--- src/rtl/lsu_pkg.sv ---
// lsu_pkg: FSM states, RV32 load/store funct3 codes and the byte-enable helper shared by the LSU.
package lsu_pkg;

  typedef enum logic [2:0] {IDLE, REQ0, WAIT0, REQ1, WAIT1, RESP} lsu_state_e;

  localparam logic [2:0] F3_B  = 3'b000;
  localparam logic [2:0] F3_H  = 3'b001;
  localparam logic [2:0] F3_W  = 3'b010;
  localparam logic [2:0] F3_BU = 3'b100;
  localparam logic [2:0] F3_HU = 3'b101;

  // Returns an 8-lane span: [3:0] lanes of word A, [7:4] lanes of word A+4.
  function automatic logic [7:0] be_for(input logic [2:0] funct3, input logic [1:0] off);
    logic [7:0] base;
    case (funct3)
      F3_B, F3_BU: base = 8'b0000_0001;
      F3_H, F3_HU: base = 8'b0000_0011;
      default:     base = 8'b0000_1111;
    endcase
    return base << off;
  endfunction

endpackage

--- src/rtl/lsu_mem_master_align.sv ---
// lsu_align: combinational lane steering; shifts store data into lanes, merges two read words,
// then extracts and sign/zero-extends the loaded value.
module lsu_align
  import lsu_pkg::*;
#(
  parameter int DATA_W = 32
) (
  input  logic [1:0]        st_off,
  input  logic [DATA_W-1:0] st_wdata,
  input  logic              st_hi,
  output logic [DATA_W-1:0] st_lanes,
  input  logic [2:0]        ld_funct3,
  input  logic [1:0]        ld_off,
  input  logic [DATA_W-1:0] rword_lo,
  input  logic [DATA_W-1:0] rword_hi,
  output logic [DATA_W-1:0] ld_data
);

  logic [2*DATA_W-1:0] st_span;
  logic [DATA_W-1:0]   merged;

  always_comb begin
    st_span  = {{DATA_W{1'b0}}, st_wdata} << {st_off, 3'b000};
    st_lanes = st_hi ? st_span[2*DATA_W-1:DATA_W] : st_span[DATA_W-1:0];
    merged   = DATA_W'({rword_hi, rword_lo} >> {ld_off, 3'b000});
    case (ld_funct3)
      F3_B:    ld_data = {{(DATA_W-8){merged[7]}}, merged[7:0]};
      F3_H:    ld_data = {{(DATA_W-16){merged[15]}}, merged[15:0]};
      F3_BU:   ld_data = {{(DATA_W-8){1'b0}}, merged[7:0]};
      F3_HU:   ld_data = {{(DATA_W-16){1'b0}}, merged[15:0]};
      default: ld_data = merged;
    endcase
  end

endmodule

--- src/rtl/lsu_mem_master.sv ---
// lsu_mem_master: RV32 load/store initiator toward a word-organised data memory, one access in flight.
// Define LSU_MISALIGN_SPLIT_EN to split misaligned h/w accesses into two word transactions.
//  state | meaning
//  IDLE  | ready, accepts a request
//  REQ0  | first (or only) word request on the bus
//  WAIT0 | load waiting for first read word
//  REQ1  | second word request of a split access
//  WAIT1 | load waiting for second read word
//  RESP  | registering the response pulse
module lsu_mem_master
  import lsu_pkg::*;
#(
  parameter int ADDR_W = 32,
  parameter int DATA_W = 32
) (
  input  logic              clk,
  input  logic              rst,
  input  logic              req_valid,
  output logic              req_ready,
  input  logic              req_store,
  input  logic [2:0]        req_funct3,
  input  logic [ADDR_W-1:0] req_addr,
  input  logic [DATA_W-1:0] req_wdata,
  output logic              resp_valid,
  output logic [DATA_W-1:0] resp_rdata,
  output logic              resp_err,
  output logic              mem_req,
  output logic              mem_we,
  output logic [ADDR_W-1:0] mem_addr,
  output logic [3:0]        mem_be,
  output logic [DATA_W-1:0] mem_wdata,
  input  logic              mem_gnt,
  input  logic              mem_rvalid,
  input  logic [DATA_W-1:0] mem_rdata
);

  if (DATA_W != 32) begin : g_data_w_check
    $error("lsu_mem_master: DATA_W must be 32");
  end

  lsu_state_e        state_q, state_d;
  logic [2:0]        f3_q;
  logic [1:0]        off_q;
  logic              store_q, err_q;
  logic [DATA_W-1:0] rword0_q, rword_hi;
  logic              bad_f3, misalign, acc_err, split_cur;
  logic [1:0]        st_off;
  logic [DATA_W-1:0] st_wdata, st_lanes, ld_data;
  logic              st_hi;

`ifdef LSU_MISALIGN_SPLIT_EN
  logic              split_q;
  logic [DATA_W-1:0] wdata_q, rword1_q;
  logic [ADDR_W-1:0] addr_next;
  logic [3:0]        be_hi;

  assign acc_err   = bad_f3;
  assign split_cur = split_q;
  assign st_off    = (state_q == IDLE) ? req_addr[1:0] : off_q;
  assign st_wdata  = (state_q == IDLE) ? req_wdata : wdata_q;
  assign st_hi     = (state_q != IDLE);
  assign rword_hi  = rword1_q;
  assign addr_next = {mem_addr[ADDR_W-1:2] + {{(ADDR_W-3){1'b0}}, 1'b1}, 2'b00};
  assign be_hi     = 4'(be_for(f3_q, off_q) >> 4);
`else
  assign acc_err   = bad_f3 | misalign;
  assign split_cur = 1'b0;
  assign st_off    = req_addr[1:0];
  assign st_wdata  = req_wdata;
  assign st_hi     = 1'b0;
  assign rword_hi  = '0;
`endif

  lsu_align #(.DATA_W(DATA_W)) u_align (
    .st_off    (st_off),
    .st_wdata  (st_wdata),
    .st_hi     (st_hi),
    .st_lanes  (st_lanes),
    .ld_funct3 (f3_q),
    .ld_off    (off_q),
    .rword_lo  (rword0_q),
    .rword_hi  (rword_hi),
    .ld_data   (ld_data)
  );

  always_comb begin
    bad_f3   = (req_funct3 == 3'b011) || (req_funct3[2:1] == 2'b11) || (req_store && req_funct3[2]);
    misalign = ((req_funct3[1:0] == 2'b01) && (req_addr[1:0] == 2'b11)) ||
               ((req_funct3 == F3_W) && (req_addr[1:0] != 2'b00));
    req_ready = (state_q == IDLE);
    state_d   = state_q;
    case (state_q)
      IDLE:    if (req_valid) state_d = acc_err ? RESP : REQ0;
      REQ0:    if (mem_gnt) state_d = !store_q ? WAIT0 : (split_cur ? REQ1 : RESP);
      WAIT0:   if (mem_rvalid) state_d = split_cur ? REQ1 : RESP;
`ifdef LSU_MISALIGN_SPLIT_EN
      REQ1:    if (mem_gnt) state_d = store_q ? RESP : WAIT1;
      WAIT1:   if (mem_rvalid) state_d = RESP;
`endif
      RESP:    state_d = IDLE;
      default: state_d = IDLE;
    endcase
  end

  always_ff @(posedge clk) begin
    if (rst) state_q <= IDLE;
    else     state_q <= state_d;
  end

  always_ff @(posedge clk) begin
    if (rst) begin
      f3_q <= '0; off_q <= '0; store_q <= 1'b0; err_q <= 1'b0; rword0_q <= '0;
      resp_valid <= 1'b0; resp_rdata <= '0; resp_err <= 1'b0;
      mem_req <= 1'b0; mem_we <= 1'b0; mem_addr <= '0; mem_be <= '0; mem_wdata <= '0;
`ifdef LSU_MISALIGN_SPLIT_EN
      split_q <= 1'b0; wdata_q <= '0; rword1_q <= '0;
`endif
    end else begin
      resp_valid <= 1'b0;
      case (state_q)
        IDLE: if (req_valid) begin
          f3_q    <= req_funct3;
          off_q   <= req_addr[1:0];
          store_q <= req_store;
          err_q   <= acc_err;
`ifdef LSU_MISALIGN_SPLIT_EN
          split_q <= misalign;
          wdata_q <= req_wdata;
`endif
          if (!acc_err) begin
            mem_req   <= 1'b1;
            mem_we    <= req_store;
            mem_addr  <= {req_addr[ADDR_W-1:2], 2'b00};
            mem_be    <= 4'(be_for(req_funct3, req_addr[1:0]));
            mem_wdata <= st_lanes;
          end
        end
        REQ0: if (mem_gnt) begin
          mem_req <= 1'b0;
`ifdef LSU_MISALIGN_SPLIT_EN
          // Split store: second word goes out back-to-back with mem_req held high.
          if (store_q && split_q) begin
            mem_req   <= 1'b1;
            mem_addr  <= addr_next;
            mem_be    <= be_hi;
            mem_wdata <= st_lanes;
          end
`endif
        end
        WAIT0: if (mem_rvalid) begin
          rword0_q <= mem_rdata;
`ifdef LSU_MISALIGN_SPLIT_EN
          if (split_q) begin
            mem_req  <= 1'b1;
            mem_addr <= addr_next;
            mem_be   <= be_hi;
          end
`endif
        end
`ifdef LSU_MISALIGN_SPLIT_EN
        REQ1:  if (mem_gnt) mem_req <= 1'b0;
        WAIT1: if (mem_rvalid) rword1_q <= mem_rdata;
`endif
        RESP: begin
          resp_valid <= 1'b1;
          resp_err   <= err_q;
          resp_rdata <= (err_q || store_q) ? '0 : ld_data;
        end
        default: ;
      endcase
    end
  end

endmodule
--- config.mk ---
export PLATFORM = sky130hd
export DESIGN_NAME = lsu_mem_master
export DESIGN_NICKNAME = d
export VERILOG_FILES = /design/src/rtl/lsu_pkg.sv /design/src/rtl/lsu_mem_master_align.sv /design/src/rtl/lsu_mem_master.sv
export SDC_FILE = /design/constraint.sdc
export NUM_CORES = 1
export LEC_CHECK = 0
export CORE_UTILIZATION = 41
export CTS_CLUSTER_SIZE = 40
export DETAILED_ROUTE_END_ITERATION = 10
export MAX_ROUTING_LAYER = met4
export PLACE_DENSITY = 0.87
export SYNTH_ARGS = -nofsm -noshare
export SYNTH_HDL_FRONTEND = slang
export SYNTH_SLANG_ARGS = --single-unit
--- constraint.sdc ---
create_clock -name clk -period 1.82 [get_ports clk]
set_input_delay 0.273 -clock clk [delete_from_list [all_inputs] [get_ports clk]]
set_output_delay 0.273 -clock clk [all_outputs]
set_load 0.02 [all_outputs]
==> summary.md <==
| Metric | Value |
|---|---|
| HPWL Detailed | 13100 µm |
| Yosys reg bits | 144 |
| Slew margin rel. | 0.5199 |
| Post-Syn Area | 6088 µm² |
| Req. time, crit path | 2.11 ns |
| Synth top area cells | dfxtp_1, nand2_1, a21oi_1 |
| Setup Skew | 0.005958 ns |
| Critical path arrival | 2.04 ns |
| Diodes inserted | 0 |
| Min Tclk post-route | 1.749 ns |
| Total gr overflow | 0 |
| Sequential share of the synthesized area | 0.4735 |
| Initial Util | 0.4189 |
| Input/output buffers | 207 |
| P_leak | 0.003351 µW |
| Maximum VDD drop | 0.9091 mV |
| Period utilisation layout | 0.9610 |
| CP Class | register to register |
| Via count | 6239 |
| CTS tree | yes |
| Post-synth EDFFs | 0 |
| Largest net degree at the start of global routing | 108 |
| Final net count | 1061 |
| Hold Violations, Final | 0 |
| Hold path startpoint | mem_rdata[18] |
| # rows | 44 |
| Endpoints failing setup | 0 |
| Worst-skew pair later-pin latency | 0.42 ns |
| Syn avg cell area | 8.161 µm² |
| Total CTS buffers | 17 |
| Routed Antenna Nets | 0 |
| Core footprint | 14530 µm² |
| WL/cell | 16.41 µm |
| Total Wirelength | 18920 µm |
| Die Span Y | 123.9 µm |
| TritonRoute pass-1 iters | 5 |
| Initial antenna violation count | 0 |
| Vias in the first global route | 6092 |
| Synth Warn # | 0 |
| Clk buf depth | 2 |
| Fraction of registers with async set/reset | 0 |
| Power Total | 8979 µW |
| Layout cells sized above 1 | 0.1104 |
| Mapped Cells | 746 |
| Synth Flop Type | dfxtp_1 |
| Crit-path max FO | 25 |
| Max Cap Viol | 0 |
| Pwr per Cell Area | 971.1 nW/µm² |
| WHS | 0.3945 ns |
| Area growth syn-to-layout | 51.87% |
| Drt initial violations | 466 |
| Outcome | completed |
| Startpoint types | register |
| Final Slew Violations | 0 |
| GRT Util Overall | 0.2628 |
| DIE AREA | 15340 µm² |
| Crit path from | state_q[1] |
| Tightest Hold Check Type | input pin to register |
| Yosys top cell area share | 0.4735 |
| DRC Markers | 0 |
| Clk slew on worst S/H paths | 0.06 ns |
| Reg2reg start | state_q[1] |
| Yosys top cell by area | dfxtp_1 |
| Distinct cell type count after synthesis | 44 |
| Worst slew pin tran | 0.7176 ns |
| IO Pins | 210 |
| CTS sink count | 144 |
| Vias/cell | 5.411 |
| Hold-fix buffers, CTS | 0 |
| Die W | 123.9 µm |
| Gp weighted congestion | 0.8793 |
| Max Fclk | 571.8 MHz |
| Critical Path End Type | register |
| CTS root buf | clkbuf_16 |
| RSZ-0062 raised after global routing | false |
| Global-route wire length before repair | 29730 µm |
| H-tree Lvls | 4 |
==> Yosys cell counts, types with 2 or more instances <==
cell type,number
a211o_1,7
a21oi_1,97
a221oi_1,8
a22oi_1,9
a2bb2oi_1,8
a32oi_1,7
and3_1,2
and3b_1,2
buf_2,15
buf_4,2
clkbuf_1,46
dfxtp_1,144
inv_1,2
mux2_2,8
mux2i_1,35
nand2_1,202
nand3_1,17
nand3b_1,17
nor2_1,29
nor2b_1,7
nor3_1,15
o2111ai_1,2
o21ai_0,36
or2_2,2
or3_1,8
==> report_power, final <==
part | switching (µW) | internal (µW) | total, µW
logic | 890 | 859 | 1750
registers | 188 | 3350 | 3530
clock network | 1370 | 2320 | 3700
total | 2450 | 6530 | 8980
==> layout by cell type, fill, tap and decap left out, types with 29 or more instances in the layout <==
master,count
dfxtp_1,140
nor2_1,29
buf_4,42
o21ai_0,36
nand2_1,202
a21oi_1,96
mux2i_1,35
clkdlybuf4s50_1,205
==> metal layers <==
metal  vias to the layer above  GRT usage  part of all wire  wire length (µm)
met2                       278     0.4378              0.50              9367
met5                         -          -                 0                 0
met1                      2919     0.2860              0.39              7399
met3                        53    0.07234             0.075              1416
li1                       2989          -                 -                 -
met4                         0     0.1355             0.039               737
==> final timing paths <==
check	to	slack, ns	cells after the start
setup / recovery	mem_wdata[16]	0.07	6
setup reg to reg	mem_wdata[16]	0.07	6
hold / removal	rword0_q[18]	0.39	3
hold reg to reg	rword0_q[0]	0.45	2
==> through the flow <==
step,setup WS [ns],utilization,setup TNS (ns),instances,instance area [µm²]
floorplan,0.04244,-,0,747,6092
global placement,-0.1714,0.5898,-7.746,1120,8572
detailed placement,-0.2526,0.5898,-11.00,1120,8572
CTS,0.007483,0.6333,0,1152,9204
global route,0.001142,0.6362,0,1153,9246
finish,0.07101,0.6362,0,1153,9246
==> critical path, cell delays in order, from the launching register on <==
cell and delay (ns):
dfxtp_4 0.38, nor4b_4 0.40, o2111ai_4 0.18, buf_12 0.19
buf_4 0.14, a221oi_1 0.24, nor3_1 0.08
==> final cells by class <==
| cell class | count | area (µm²) |
|---|---|---|
| sequential | 144 | 2893 |
| clock inverter | 14 | 187.7 |
| clock buffer | 18 | 439.2 |
| tap | 184 | 230.2 |
| inverter | 2 | 7.507 |
| multi-input combinational | 536 | 2973 |
| timing repair buffer | 255 | 2516 |
| fill | 1178 | 5288 |
==> flip-flops by register name, summed over array words and instances, names as in the netlist <==
signal      cells
mem_req         1
mem_addr       30
mem_be          4
resp_rdata     32
err_q           1
rword0_q       32
mem_wdata      32
resp_err        1
resp_valid      1
store_q         1
f3_q            3
mem_we          1
off_q           2
state_q         3
==> cell families after synthesis <==
family / count (synthesis) / share of synthesized area
compound gates: 179 / 0.1732
flops: 144 / 0.4735
other cells: 1 / 0.0006159
simple gates: 311 / 0.2296
buf+inv: 67 / 0.04706
mux: 44 / 0.07604
==> what timing repair did <==
action | in CTS | in global routing
endpoints found under the setup margin | 18 | 32
buffers inserted | 0 | 1
pin swaps | 1 | 1
gates resized for setup | 3 | 10
(Power assumes the default switching activity.)
